--- src/rtl/ica_iter_ctrl.sv ---
// ica_iter_ctrl: iteration controller for the ICA weight-refinement loop.
//
// Sequences one run: load the initial 4x4 weight matrix into the w_ica
// register, then repeatedly request a weight update, request a convergence
// check, and either stop or adopt the returned weights and iterate again.
//
// Ports
//   clk_iter, rst_n         : clock, asynchronous active-low reset
//   start                   : run request, honoured only when idle
//   w_init11..w_init44      : signed initial weight matrix
//   en_update / update_busy : one-cycle request and busy flag, update engine
//   w_ica11..w_ica44        : signed previous-iteration weights to error block
//   en_error / error_busy   : one-cycle request and busy flag, error block
//   w11..w44, isConverge    : weights and convergence verdict from error block
//   iter_count              : completed iterations (saturates at 255)
//   busy, done, converged, fault : run status flags
module ica_iter_ctrl #(
    parameter int MAX_ITER     = 100,
    parameter int BUSY_TIMEOUT = 255,
    parameter int DATA_W       = 26
) (
    input  logic                     clk_iter,
    input  logic                     rst_n,
    input  logic                     start,
    input  logic signed [DATA_W-1:0] w_init11, w_init12, w_init13, w_init14,
    input  logic signed [DATA_W-1:0] w_init21, w_init22, w_init23, w_init24,
    input  logic signed [DATA_W-1:0] w_init31, w_init32, w_init33, w_init34,
    input  logic signed [DATA_W-1:0] w_init41, w_init42, w_init43, w_init44,
    output logic                     en_update,
    input  logic                     update_busy,
    output logic signed [DATA_W-1:0] w_ica11, w_ica12, w_ica13, w_ica14,
    output logic signed [DATA_W-1:0] w_ica21, w_ica22, w_ica23, w_ica24,
    output logic signed [DATA_W-1:0] w_ica31, w_ica32, w_ica33, w_ica34,
    output logic signed [DATA_W-1:0] w_ica41, w_ica42, w_ica43, w_ica44,
    output logic                     en_error,
    input  logic                     error_busy,
    input  logic signed [DATA_W-1:0] w11, w12, w13, w14,
    input  logic signed [DATA_W-1:0] w21, w22, w23, w24,
    input  logic signed [DATA_W-1:0] w31, w32, w33, w34,
    input  logic signed [DATA_W-1:0] w41, w42, w43, w44,
    input  logic                     isConverge,
    output logic [7:0]               iter_count,
    output logic                     busy,
    output logic                     done,
    output logic                     converged,
    output logic                     fault
);

    // The counter only ever holds 0..BUSY_TIMEOUT-1; hitting the last value
    // while still waiting is the timeout.
    localparam int TMO_W = (BUSY_TIMEOUT > 1) ? $clog2(BUSY_TIMEOUT) : 1;
    localparam logic [TMO_W-1:0] TMO_LAST = TMO_W'(BUSY_TIMEOUT - 1);

    typedef enum logic [2:0] {
        S_IDLE, S_LOAD, S_UPD_REQ, S_UPD_WAIT,
        S_ERR_REQ, S_ERR_WAIT, S_CHECK, S_HALT
    } state_t;

    state_t                   state_q, state_d;
    logic [TMO_W-1:0]         tmo_q, tmo_d;
    logic                     seen_q, seen_d;
    logic                     done_q, done_d;
    logic                     conv_q, conv_d;
    logic                     fault_q, fault_d;
    logic [7:0]               iter_q, iter_d;
    logic [8:0]               iter_plus1;
    logic                     load_init, load_ret;

    logic signed [DATA_W-1:0] w_init_a [16];
    logic signed [DATA_W-1:0] w_ret_a  [16];
    logic signed [DATA_W-1:0] w_ica_q  [16];
    logic signed [DATA_W-1:0] w_ica_d  [16];

    assign w_init_a = '{w_init11, w_init12, w_init13, w_init14,
                        w_init21, w_init22, w_init23, w_init24,
                        w_init31, w_init32, w_init33, w_init34,
                        w_init41, w_init42, w_init43, w_init44};
    assign w_ret_a  = '{w11, w12, w13, w14, w21, w22, w23, w24,
                        w31, w32, w33, w34, w41, w42, w43, w44};

    assign iter_plus1 = {1'b0, iter_q} + 9'd1;

    always_comb begin
        state_d   = state_q;
        tmo_d     = tmo_q;
        seen_d    = seen_q;
        done_d    = done_q;
        conv_d    = conv_q;
        fault_d   = fault_q;
        iter_d    = iter_q;
        load_init = 1'b0;
        load_ret  = 1'b0;

        case (state_q)
            S_IDLE: begin
                if (start) begin
                    done_d  = 1'b0;
                    conv_d  = 1'b0;
                    fault_d = 1'b0;
                    state_d = S_LOAD;
                end
            end
            S_LOAD: begin
                load_init = 1'b1;
                iter_d    = 8'd0;
                state_d   = S_UPD_REQ;
            end
            // Busy already high during the request cycle counts as seen.
            S_UPD_REQ: begin
                tmo_d   = '0;
                seen_d  = update_busy;
                state_d = S_UPD_WAIT;
            end
            S_UPD_WAIT: begin
                if (seen_q && !update_busy) begin
                    state_d = S_ERR_REQ;
                end else if (tmo_q == TMO_LAST) begin
                    fault_d = 1'b1;
                    done_d  = 1'b1;
                    conv_d  = 1'b0;
                    state_d = S_HALT;
                end else begin
                    tmo_d  = tmo_q + TMO_W'(1);
                    seen_d = seen_q | update_busy;
                end
            end
            S_ERR_REQ: begin
                tmo_d   = '0;
                seen_d  = error_busy;
                state_d = S_ERR_WAIT;
            end
            S_ERR_WAIT: begin
                if (seen_q && !error_busy) begin
                    state_d = S_CHECK;
                end else if (tmo_q == TMO_LAST) begin
                    fault_d = 1'b1;
                    done_d  = 1'b1;
                    conv_d  = 1'b0;
                    state_d = S_HALT;
                end else begin
                    tmo_d  = tmo_q + TMO_W'(1);
                    seen_d = seen_q | error_busy;
                end
            end
            S_CHECK: begin
                if (isConverge) begin
                    conv_d  = 1'b1;
                    done_d  = 1'b1;
                    state_d = S_HALT;
                end else if (iter_plus1 == 9'(MAX_ITER)) begin
                    iter_d  = 8'(MAX_ITER);
                    conv_d  = 1'b0;
                    done_d  = 1'b1;
                    state_d = S_HALT;
                end else begin
                    load_ret = 1'b1;
                    iter_d   = (iter_q == 8'hFF) ? iter_q : iter_plus1[7:0];
                    state_d  = S_UPD_REQ;
                end
            end
            S_HALT: begin
                state_d = S_IDLE;
            end
            default: begin
                state_d = S_IDLE;
            end
        endcase

        for (int i = 0; i < 16; i++) begin
            w_ica_d[i] = w_ica_q[i];
            if (load_init) begin
                w_ica_d[i] = w_init_a[i];
            end else if (load_ret) begin
                w_ica_d[i] = w_ret_a[i];
            end
        end
    end

    always_ff @(posedge clk_iter or negedge rst_n) begin
        if (!rst_n) begin
            state_q <= S_IDLE;
            tmo_q   <= '0;
            seen_q  <= 1'b0;
            done_q  <= 1'b0;
            conv_q  <= 1'b0;
            fault_q <= 1'b0;
            iter_q  <= 8'd0;
            for (int i = 0; i < 16; i++) begin
                w_ica_q[i] <= '0;
            end
        end else begin
            state_q <= state_d;
            tmo_q   <= tmo_d;
            seen_q  <= seen_d;
            done_q  <= done_d;
            conv_q  <= conv_d;
            fault_q <= fault_d;
            iter_q  <= iter_d;
            for (int i = 0; i < 16; i++) begin
                w_ica_q[i] <= w_ica_d[i];
            end
        end
    end

    // Requests and busy decode straight from the state so reset clears them
    // at once.
    assign en_update  = (state_q == S_UPD_REQ);
    assign en_error   = (state_q == S_ERR_REQ);
    assign busy       = (state_q != S_IDLE) && (state_q != S_HALT);
    assign done       = done_q;
    assign converged  = conv_q;
    assign fault      = fault_q;
    assign iter_count = iter_q;

    assign w_ica11 = w_ica_q[0];
    assign w_ica12 = w_ica_q[1];
    assign w_ica13 = w_ica_q[2];
    assign w_ica14 = w_ica_q[3];
    assign w_ica21 = w_ica_q[4];
    assign w_ica22 = w_ica_q[5];
    assign w_ica23 = w_ica_q[6];
    assign w_ica24 = w_ica_q[7];
    assign w_ica31 = w_ica_q[8];
    assign w_ica32 = w_ica_q[9];
    assign w_ica33 = w_ica_q[10];
    assign w_ica34 = w_ica_q[11];
    assign w_ica41 = w_ica_q[12];
    assign w_ica42 = w_ica_q[13];
    assign w_ica43 = w_ica_q[14];
    assign w_ica44 = w_ica_q[15];

endmodule

--- config.mk ---
export PLATFORM = sky130hd
export DESIGN_NAME = ica_iter_ctrl
export DESIGN_NICKNAME = d
export VERILOG_FILES = /design/src/rtl/ica_iter_ctrl.sv
export SDC_FILE = /design/constraint.sdc
export NUM_CORES = 1
export LEC_CHECK = 0
export ABC_CLOCK_PERIOD_IN_PS = 3500
export CAP_MARGIN = 20
export CORE_AREA = 2 2 500 502
export CTS_CLUSTER_DIAMETER = 30
export DETAILED_ROUTE_END_ITERATION = 10
export DIE_AREA = 0 0 502 504
export PLACE_DENSITY = 0.3
export SETUP_SLACK_MARGIN = 0.2
export SLEW_MARGIN = 10
export SYNTH_ARGS = -nofsm -noshare
export SYNTH_HDL_FRONTEND = slang
export SYNTH_SLANG_ARGS = --single-unit
export TNS_END_PERCENT = 5
--- constraint.sdc ---
create_clock -name clk_iter -period 3.5 [get_ports clk_iter]
set_input_delay 0.875 -clock clk_iter [delete_from_list [all_inputs] [get_ports clk_iter]]
set_output_delay 0.875 -clock clk_iter [all_outputs]
set_load 0.01 [all_outputs]
## After elaboration in Yosys (flattened, before gate mapping)

Cells that the tools add are included.

| word-level totals | value |
|---|---|
| register bits after elaboration | 439 |
| input bits | 838 |
| output and inout port bits | 430 |
| logic and storage cells | 138 |

| cells by class | value |
|---|---|
| add/subtract/negate cells | 2 |
| equality and inequality tests | 19 |
| muxes and demuxes | 73 |
| bitwise operators | 2 |
| reduce and logical (&&, ||, !) cells | 19 |

Operators by type and width:

| cell | count |
|---|---|
| $mux 26 | 32 |
| $mux 8 | 6 |
| $pmux 3 s8 | 1 |
| $pmux 8 s3 | 1 |
| $mux 1 | 22 |
| $mux 3 | 6 |
| $eq 8x8->1 const B | 2 |
| $pmux 8 s2 | 1 |
| $eq 3x3->1 const B | 4 |
| $ne 2x2->1 const B | 6 |
| $pmux 1 s4 | 3 |
| $reduce_and 5->1 | 2 |
| $add 8x1->9 const B | 1 |
| $eq 9x7->1 const B | 1 |
| $ne 3x3->1 const B | 3 |
| $reduce_bool 3->1 | 3 |
| $add 8x1->8 const B | 1 |
| $reduce_bool 4->1 | 2 |
| $eq 3x2->1 const B | 2 |
| $reduce_and 3->1 | 2 |
| $reduce_and 4->1 | 1 |
| $reduce_bool 2->1 | 2 |
| $eq 3x1->1 const B | 1 |
| $logic_and 1x1->1 | 3 |
| 5 further kinds | 7 |

## Longest topological paths before layout

Gate-level depths: netlist (run 1).

| logic depth | value |
|---|---|
| depth in word-level cells | 7 |
| mapped depth | 8 |
| gate-level depth less buffers | 6 |

## Worst setup path after synthesis (run 1)

No wires, ideal clock.

| timing path | value |
|---|---|
| path kind | input port to flip-flop |
| from | input port isConverge |
| to | register w_ica_q (netlist bit w_ica13[14]) |
| arrival time | 2.217 ns |
| data required time | 3.375 ns |
| slack | 1.159 ns |
| cell stages on the path | 5 |
| buffers on the path | 2 |
| cells stage by stage | nand4bb_1 > o21ai_1 > buf_2 > clkbuf_1 > mux2_2 |

| between the ends | value |
|---|---|
| word-level cells in the longest chain between the ends | 3 |

Ends and longest elaborated chain:

| item | RTL line | source |
|---|---|---|
| start: declaration | 41 | `input logic isConverge,` |
| $mux 1 | 146 | `if (isConverge) begin` |
| $mux 1 | 94 | `case (state_q)` |
| $reduce_bool 2->1 (no line) | n/a |  |
| end signal: indexed assignment | 200 | `w_ica_q[i] <= w_ica_d[i];` |
| end: declaration | 71 | `logic signed [DATA_W-1:0] w_ica_q [16];` |

Every way passes these cells.
A chain may end at the register's enable or synchronous reset.

## Worst setup path after layout (run 1)

| timing path | value |
|---|---|
| from | register state_q[0] |
| to | output port busy |

| between the ends | value |
|---|---|
| word-level cells in the longest chain between the ends | 2 |
| elaborated cells between the ends (all ways) | 3 |
| those cells by class | eq/ne: 1; reduce/logical: 2 |

Ends and longest elaborated chain:

| item | RTL line | source |
|---|---|---|
| start: declaration | 59 | `state_t state_q, state_d;` |
| start signal: assignment | 192 | `state_q <= state_d;` |
| $ne 3x3->1 / $reduce_bool 3->1 (equally long branches) | 209 | `assign busy = (state_q != S_IDLE) && (state_q != S_HALT);` |
| $logic_and 1x1->1 (*) | 209 |  |
| end: declaration | 43 | `output logic busy,` |

Every way passes the cells marked *; elsewhere a longest branch is shown, timed or not.

==> metrics.csv, run 1 <==
stage,metric,value,unit
timing,hold_viol,0,
final_layout,final_cell_mix,"clkdlybuf4s50_1 (1265), mux2_2 (594), dfrtp_1 (437), mux2_4 (240), clkbuf_16 (185)",
placement,routabilityCongestion,0.8954,
routing,routed_wl,164600,um
yosys,synthCells,1511,
grt,grt_overflow_total,0,
critical_path,r2r_setup_slack,810,ps
power,seq_power_share,20.9,%
final_layout,fin_area,0.04630,mm2
status,outcome,finished clean,
yosys,yosys_register_bits,439,
clocking,htreeDepth,4,
power,powerDensity,976.2,mW/mm2
floorplanning,start_util,9.210,%
critical_path,r2r-end,w_ica23[17],
clocking,cts_tree,done,
placement,place_hpwl,138400,um
grt,grt_max_degree,59,
critical_path,worstSetupStartpointType,flop,
power,p_sw,14640,uW
timing,maxSlewViolCount,0,
critical_path,end_kind,primary output,
routing,drc,0,
routing,viasPerCell,3.046,
job,drv_cap,0,
yosys,syn_avg_cell_area,15.09,um2
critical_path,cp_max_fo,24,
timing,fin_crit_sh,88.04,%
clocking,clockBufferDepth,3,
power,intPower,30550,uW
routing,drt_iter0_drc,734,
final_layout,drive_above_1_share,39.62,%
grt,grt_pass1_wl,210100,um
clocking,hold_buffers,0,
floorplanning,dieArea,0.2530,mm2
timing,max_freq,324.5,MHz
critical_path,required,2620,ps
placement,placed_area,0.04004,mm2
timing,holdWs,146.6,ps
power,share_comb_of_total_power,44.9,%
clocking,cts_root_buf,clkbuf_16,
timing,setup_tns,0,ps
critical_path,path_delay_family,buffers and inverters,
yosys,yosysWarnings,0,
yosys,synth_edf_count,0,
routing,wl_per_cell,25.44,um
critical_path,slowest_stage,clkdlybuf4s50_1,
yosys,synth_seq_area_share,48.19,%
yosys,netlist_area,0.02280,mm2
power,ir_drop,0.0004845,V
grt,grt_pass1_vias,21493,
power,clkPwrFrac,34.3,%
yosys,synthTopCellsByArea,"dfrtp_1 (48%), mux2_2 (29%), mux2_4 (16%), buf_6 (1.3%), buf_2 (0.94%)",
power,switching_share,32.40,%
clocking,clk_pin_slew,40,ps
critical_path,cp_cell_sequence,buf_4 > nor2_1 > o21ai_0 > clkdlybuf4s50_1,
clocking,cts_buffers,185,
yosys,yosys.area.top_type,dfrtp_1,
final_layout,nFillCells,27057,
critical_path,slowest_delay,620,ps
critical_path,path_class,flop to primary output,
yosys,syn_nets,2352,
clocking,cts_sinks,439,
grt,grt_antenna_before_repair,149,
yosys,ys.flop_type,dfrtp_1,
timing,worst_clock_skew,46.92,ps
floorplanning,dieWidth,502,um
critical_path,reg2reg_from,iter_count[1],
critical_path,path_buf_inv,2,
final_layout,syn_to_final_growth,103.1,%
timing,grt_setup_unrepaired,false,
yosys,netlist.area_leader.share,48.19,%
final_layout,final_nets,3796,
routing,num_vias,19714,
floorplanning,core,0.2475,mm2
timing,setup_violations,0,
routing,ant_nets,0,
grt,grt.total_usage,12.58,%
power,total_leakage_power,0.01803,uW
floorplanning,io_pins,1268,
worst_hold_path,min_path_type,primary input to asynchronous set/reset pin,
critical_path,arrival,2210,ps
floorplanning,fp.dieH,504,um
placement,io_buffers,1267,
routing,firstDrtPassIters,4,
timing,finalCriticalPeriod,3081,ps
clocking,clk_latency,790,ps
yosys,synth.distinct_cells,49,
timing,slew_headroom,42.44,%
yosys,synth-async-reset-ratio,100.0,%
critical_path,r2r_cells,7,
floorplanning,rows,183,
final_layout,final_common_cell,clkdlybuf4s50_1,
timing,max_slew.worst_pin.slew,863.4,ps
==> how the worst max path moves through the flow <==
stage	slack [ps]	from	depth (start not counted)	endpoint
2_1_floorplan	1160	isConverge	5	w_ica13[14]
3_3_place_gp	380	isConverge	6	w_ica14[13]
3_5_place_dp	410	isConverge	6	w_ica14[13]
4_1_cts	220	state_q[2]	4	busy
5_1_grt	220	state_q[0]	4	busy
6_report	420	state_q[0]	4	busy
==> synthesized netlist by cell type (2+ instances only) <==
| library cell | instances |
|---|---|
| mux2_2 | 594 |
| dfrtp_1 | 439 |
| mux2_4 | 240 |
| buf_2 | 43 |
| buf_6 | 27 |
| clkbuf_1 | 18 |
| o21ai_0 | 16 |
| buf_1 | 11 |
| a21oi_1 | 10 |
| nand2_1 | 10 |
| nor2_1 | 10 |
| and3_1 | 8 |
| nand3_1 | 6 |
| a211o_1 | 5 |
| inv_1 | 5 |
| nand4_1 | 5 |
| nor3_1 | 5 |
| or3_1 | 5 |
| a22o_1 | 4 |
| nor3b_1 | 4 |
| o211ai_1 | 4 |
| a31oi_1 | 3 |
| ha_1 | 3 |
| a22oi_1 | 2 |
| and3b_1 | 2 |
| and4_1 | 2 |
| nand2b_1 | 2 |
| nand3b_1 | 2 |
| nor2b_1 | 2 |
| o41ai_1 | 2 |
| or4_1 | 2 |
| or4b_2 | 2 |
| xnor2_1 | 2 |
==> through the flow <==
step / std cells / total power [uW] / setup WS, ps / util [%]
after floorplan: 1511 / 19560 / 1159 / -
after global placement: 6096 / 30170 / 377.3 / 16.18
after detailed placement: 6096 / 30080 / 405.4 / 16.18
after CTS: 6435 / 46180 / 223.2 / 18.66
after global routing: 6451 / 47540 / 222.7 / 18.68
final: 6472 / 45190 / 418.7 / 18.70
==> kinds of logic after synthesis <==
kind of cell               Yosys count  synth area share, %
AOI/OAI and AO/OA                   56                1.641
xor gates and xnor gates             2              0.07685
adders and majority gates            3               0.1647
buffers and inverters              104                2.838
DFF                                439                48.19
muxes                              834                45.15
and+or+nand+nor                     73                1.943
==> worst reg2reg max path, stage by stage (launching register included) <==
cell and delay [ps]:
dfrtp_1 410, ha_1 260, or4b_4 500, nor3_4 330
o21ai_4 170, buf_12 200, buf_12 350, mux2_4 310
==> timing repair <==
item / in CTS / in global routing
endpoints found under the setup margin: 3 / 1
buffers inserted: 0 / 2
gates resized for setup: 3 / 0
==> layout make-up <==
| cell class | instances | area, um2 | area share, % |
|---|---|---|---|
| flip-flops and latches | 439 | 10990 | 23.73 |
| multi-input cells | 968 | 11180 | 24.15 |
| repair buffers | 1356 | 13700 | 29.60 |
| clock buffers | 284 | 5562 | 12.01 |
| inverters | 5 | 18.77 | 0.04054 |
| clock inverters | 55 | 588.1 | 1.270 |
| well taps | 3330 | 4167 | 9.000 |
| diodes | 35 | 87.58 | 0.1892 |
==> per-layer routing <==
metal	vias to the layer above	GRT usage [%]	routed length [um]
li1	8565	-	-
met3	373	6.848	20370
met2	1303	21.08	78620
met5	-	0	387
met4	64	4.855	5667
met1	9409	13.07	59600
==> power groups by stage <==
| stage | Combinational [uW] | Sequential (uW) | Clock, uW |
|---|---|---|---|
| 3_5_place_dp | 20600 | 9460 | 0 |
| 5_1_grt | 21500 | 9780 | 16300 |
| 4_1_cts | 20700 | 9490 | 16000 |
| 2_1_floorplan | 9310 | 10200 | 0 |
| 3_3_place_gp | 20700 | 9470 | 0 |
| 6_report | 20300 | 9430 | 15500 |
Power figures use the tool's default switching activity.
==> inputs of run 2 (changes only) <==
--- a/config.mk
+++ b/config.mk
@@ -7,10 +7,10 @@
 export LEC_CHECK = 0
 export ABC_CLOCK_PERIOD_IN_PS = 3500
 export CAP_MARGIN = 20
-export CORE_AREA = 2 2 500 502
+export CORE_AREA = 4 4 488 490
 export CTS_CLUSTER_DIAMETER = 30
 export DETAILED_ROUTE_END_ITERATION = 10
-export DIE_AREA = 0 0 502 504
+export DIE_AREA = 0 0 492 494
 export PLACE_DENSITY = 0.3
 export SETUP_SLACK_MARGIN = 0.2
 export SLEW_MARGIN = 10
==> run 2 against run 1 <==
Clock power fell by 4%. Worst setup slack got worse by 60 ps. Final area fell by 1.1%. First-iteration DRC count rose by 0.54%. Register-to-register slack got worse by 60 ps. Die area fell by 3.9%. Sequential power barely moved. Fmax fell by 1.9%. Combinational power barely moved. Core utilization rose by 0.85 points. Total power fell by 1.6%. Critical endpoint is now en_update. Largest power group unchanged. Highest routed layer unchanged.
==> metrics.csv, run 2 (synthesis results as in run 1) <==
stage,metric,value,unit,change
timing,max_slew.worst_pin.slew,707.9,ps,-155.4 ps
placement,place_inst,5917,,-2.9%
timing,worst_clock_skew,56.06,ps,+9.139 ps
clocking,clk_latency,800,ps,about the same
grt,grt_overflow_total,0,,unchanged
routing,ant_nets,0,,unchanged
power,p_sw,14410,uW,-1.6%
final_layout,drive_above_1_share,38.51,%,-1.1 points
timing,maxSlewViolCount,0,,unchanged
critical_path,worstSetupStartpointType,flop,,
grt,grt.total_usage,13.16,%,+0.58 points
clocking,clk_pin_slew,40,ps,about the same
final_layout,final_common_cell,clkdlybuf4s50_1,,
placement,routabilityCongestion,0.8320,,-7.1%
critical_path,setup.worst_path.start,state_q[0],,
critical_path,required,2620,ps,about the same
timing,finalCriticalPeriod,3142,ps,+60.20 ps
final_layout,fin_area,0.04578,mm2,-1.1%
routing,wl_per_cell,26.46,um,+4.0%
timing,setup_violations,0,,unchanged
power,switching_share,32.39,%,about the same
clocking,htreeDepth,4,,unchanged
placement,io_buffers,1267,,unchanged
timing,hold_viol,0,,unchanged
power,total_leakage_power,0.01783,uW,-1.1%
floorplanning,core,0.2341,mm2,-5.4%
power,powerDensity,971.4,mW/mm2,-0.49%
job,drv_cap,0,,unchanged
power,clkPwrFrac,33.4,%,-0.9 points
final_layout,final_cell_mix,"clkdlybuf4s50_1 (1264), mux2_2 (594), dfrtp_1 (436), mux2_4 (240), clkbuf_16 (180)",,
timing,grt_setup_unrepaired,true,,
grt,grt_pass1_vias,21614,,+0.56%
clocking,cts_root_buf,clkbuf_16,,
critical_path,end_kind,primary output,,
placement,place_hpwl,139800,um,+1.0%
floorplanning,dieWidth,492,um,-2.0%
routing,drc,0,,unchanged
critical_path,arrival,2270,ps,+60 ps
floorplanning,dieArea,0.2430,mm2,-3.9%
clocking,cts_sinks,439,,unchanged
timing,fin_ws,358.5,ps,-60.20 ps
routing,viasPerCell,3.100,,+1.8%
placement,placed_area,0.03985,mm2,-0.48%
power,ir_drop,0.0004220,V,-13%
final_layout,final_cells,6265,,-3.2%
grt,grt_pass1_wl,212300,um,+1.1%
critical_path,r2r_cells,8,,+1
critical_path,reg2reg_from,iter_count[1],,
clocking,cts_tree,done,,
floorplanning,start_util,9.739,%,+0.53 points
routing,routed_wl,165800,um,+0.68%
timing,slew_headroom,52.80,%,+10 points
clocking,cts_buffers,180,,-2.7%
floorplanning,io_pins,1268,,unchanged
final_layout,final_nets,3790,,-0.16%
clocking,cts_setup_buffers,0,,unchanged
timing,fin_crit_sh,89.76,%,+1.7 points
power,share_comb_of_total_power,45.3,%,+0.4 points
power,seq_power_share,21.2,%,+0.3 points
routing,firstDrtPassIters,5,,+1
floorplanning,fp.dieH,494,um,-2.0%
timing,setup_tns,0,ps,unchanged
worst_hold_path,min_path_type,primary input to asynchronous set/reset pin,,
power,intPower,30060,uW,-1.6%
status,outcome,finished clean,,
critical_path,r2r-end,w_ica14[1],,
final_layout,syn_to_final_growth,100.8,%,
routing,drt_iter0_drc,738,,+0.54%
critical_path,path_class,flop to primary output,,
timing,max_freq,318.3,MHz,-1.9%
routing,num_vias,19422,,-1.5%
critical_path,cp_max_fo,11,,-54%
grt,grt_antenna_before_repair,154,,+3.4%
timing,holdWs,115.3,ps,-31.26 ps
placement,post-place-ws,301.0,ps,-104.4 ps
grt,grt_max_degree,63,,+6.8%
clocking,clockBufferDepth,3,,unchanged
floorplanning,rows,178,,-2.7%
critical_path,r2r_setup_slack,750,ps,-60 ps
clocking,hold_buffers,0,,unchanged
[run 2: cell types whose count changed in the layout (fill, tap and decap cells not counted), sizes merged]
cell and change:
clkinv -30, clkbuf +10, diode -5, buf -1
clkdlybuf4s50 -1, dlymetal6s2s +1, inv -1
[run 2: worst max-delay path by stage]
stage,to,cells past startpoint
after floorplan,w_ica13[14],5
after global placement,w_ica12[23],7
after detailed placement,w_ica12[23],7
after CTS,busy,4
after global routing,en_update,3
final,en_update,3
[run 2: cell type report]
type,instances,area [um2]
multi-input combinational,968,11180
fill,25582,188300
inverter,5,18.77
clock inverter,24,426.7
antenna,30,75.07
tap,3150,3941
timing repair buffer,1355,13720
sequential,439,10990
clock buffer,294,5423
[run 2: stage by stage]
step           power [uW]  utilization [%]
3_5_place_dp        30040            17.02
2_1_floorplan       19560                -
4_1_cts             45500            19.52
5_1_grt             46850            19.53
3_3_place_gp        30130            17.02
6_report            44470            19.56
[run 2: power by group through the flow]
| stage | logic (uW) | registers, uW | clock network, uW |
|---|---|---|---|
| CTS | 20600 | 9510 | 15300 |
| floorplan | 9310 | 10200 | 0 |
| detailed placement | 20600 | 9480 | 0 |
| global route | 21400 | 9830 | 15700 |
| global placement | 20600 | 9520 | 0 |
| finish | 20200 | 9440 | 14900 |
[run 2: timing repair]
| action | in CTS | in global routing |
|---|---|---|
| endpoints found under the hold margin | 0 | 0 |
| gates cloned | 0 | 0 |
| gates resized for setup | 2 | 3 |
| setup endpoints to repair | 3 | 2 |
[run 2: worst max-delay path, cell delays in order, from the launching register on]
cell	delay [ps]
dfrtp_2	470
inv_1	200
and3_1	190
clkdlybuf4s50_1	620
[run 2: metal layers]
layer / track usage [%] / part of all wire (%) / up-vias
met3: 7.648 / 12 / 367
met5: 0 / 0.28 / -
met1: 13.82 / 37 / 9225
li1: - / - / 8544
met4: 4.323 / 2.9 / 72
met2: 22.04 / 48 / 1214
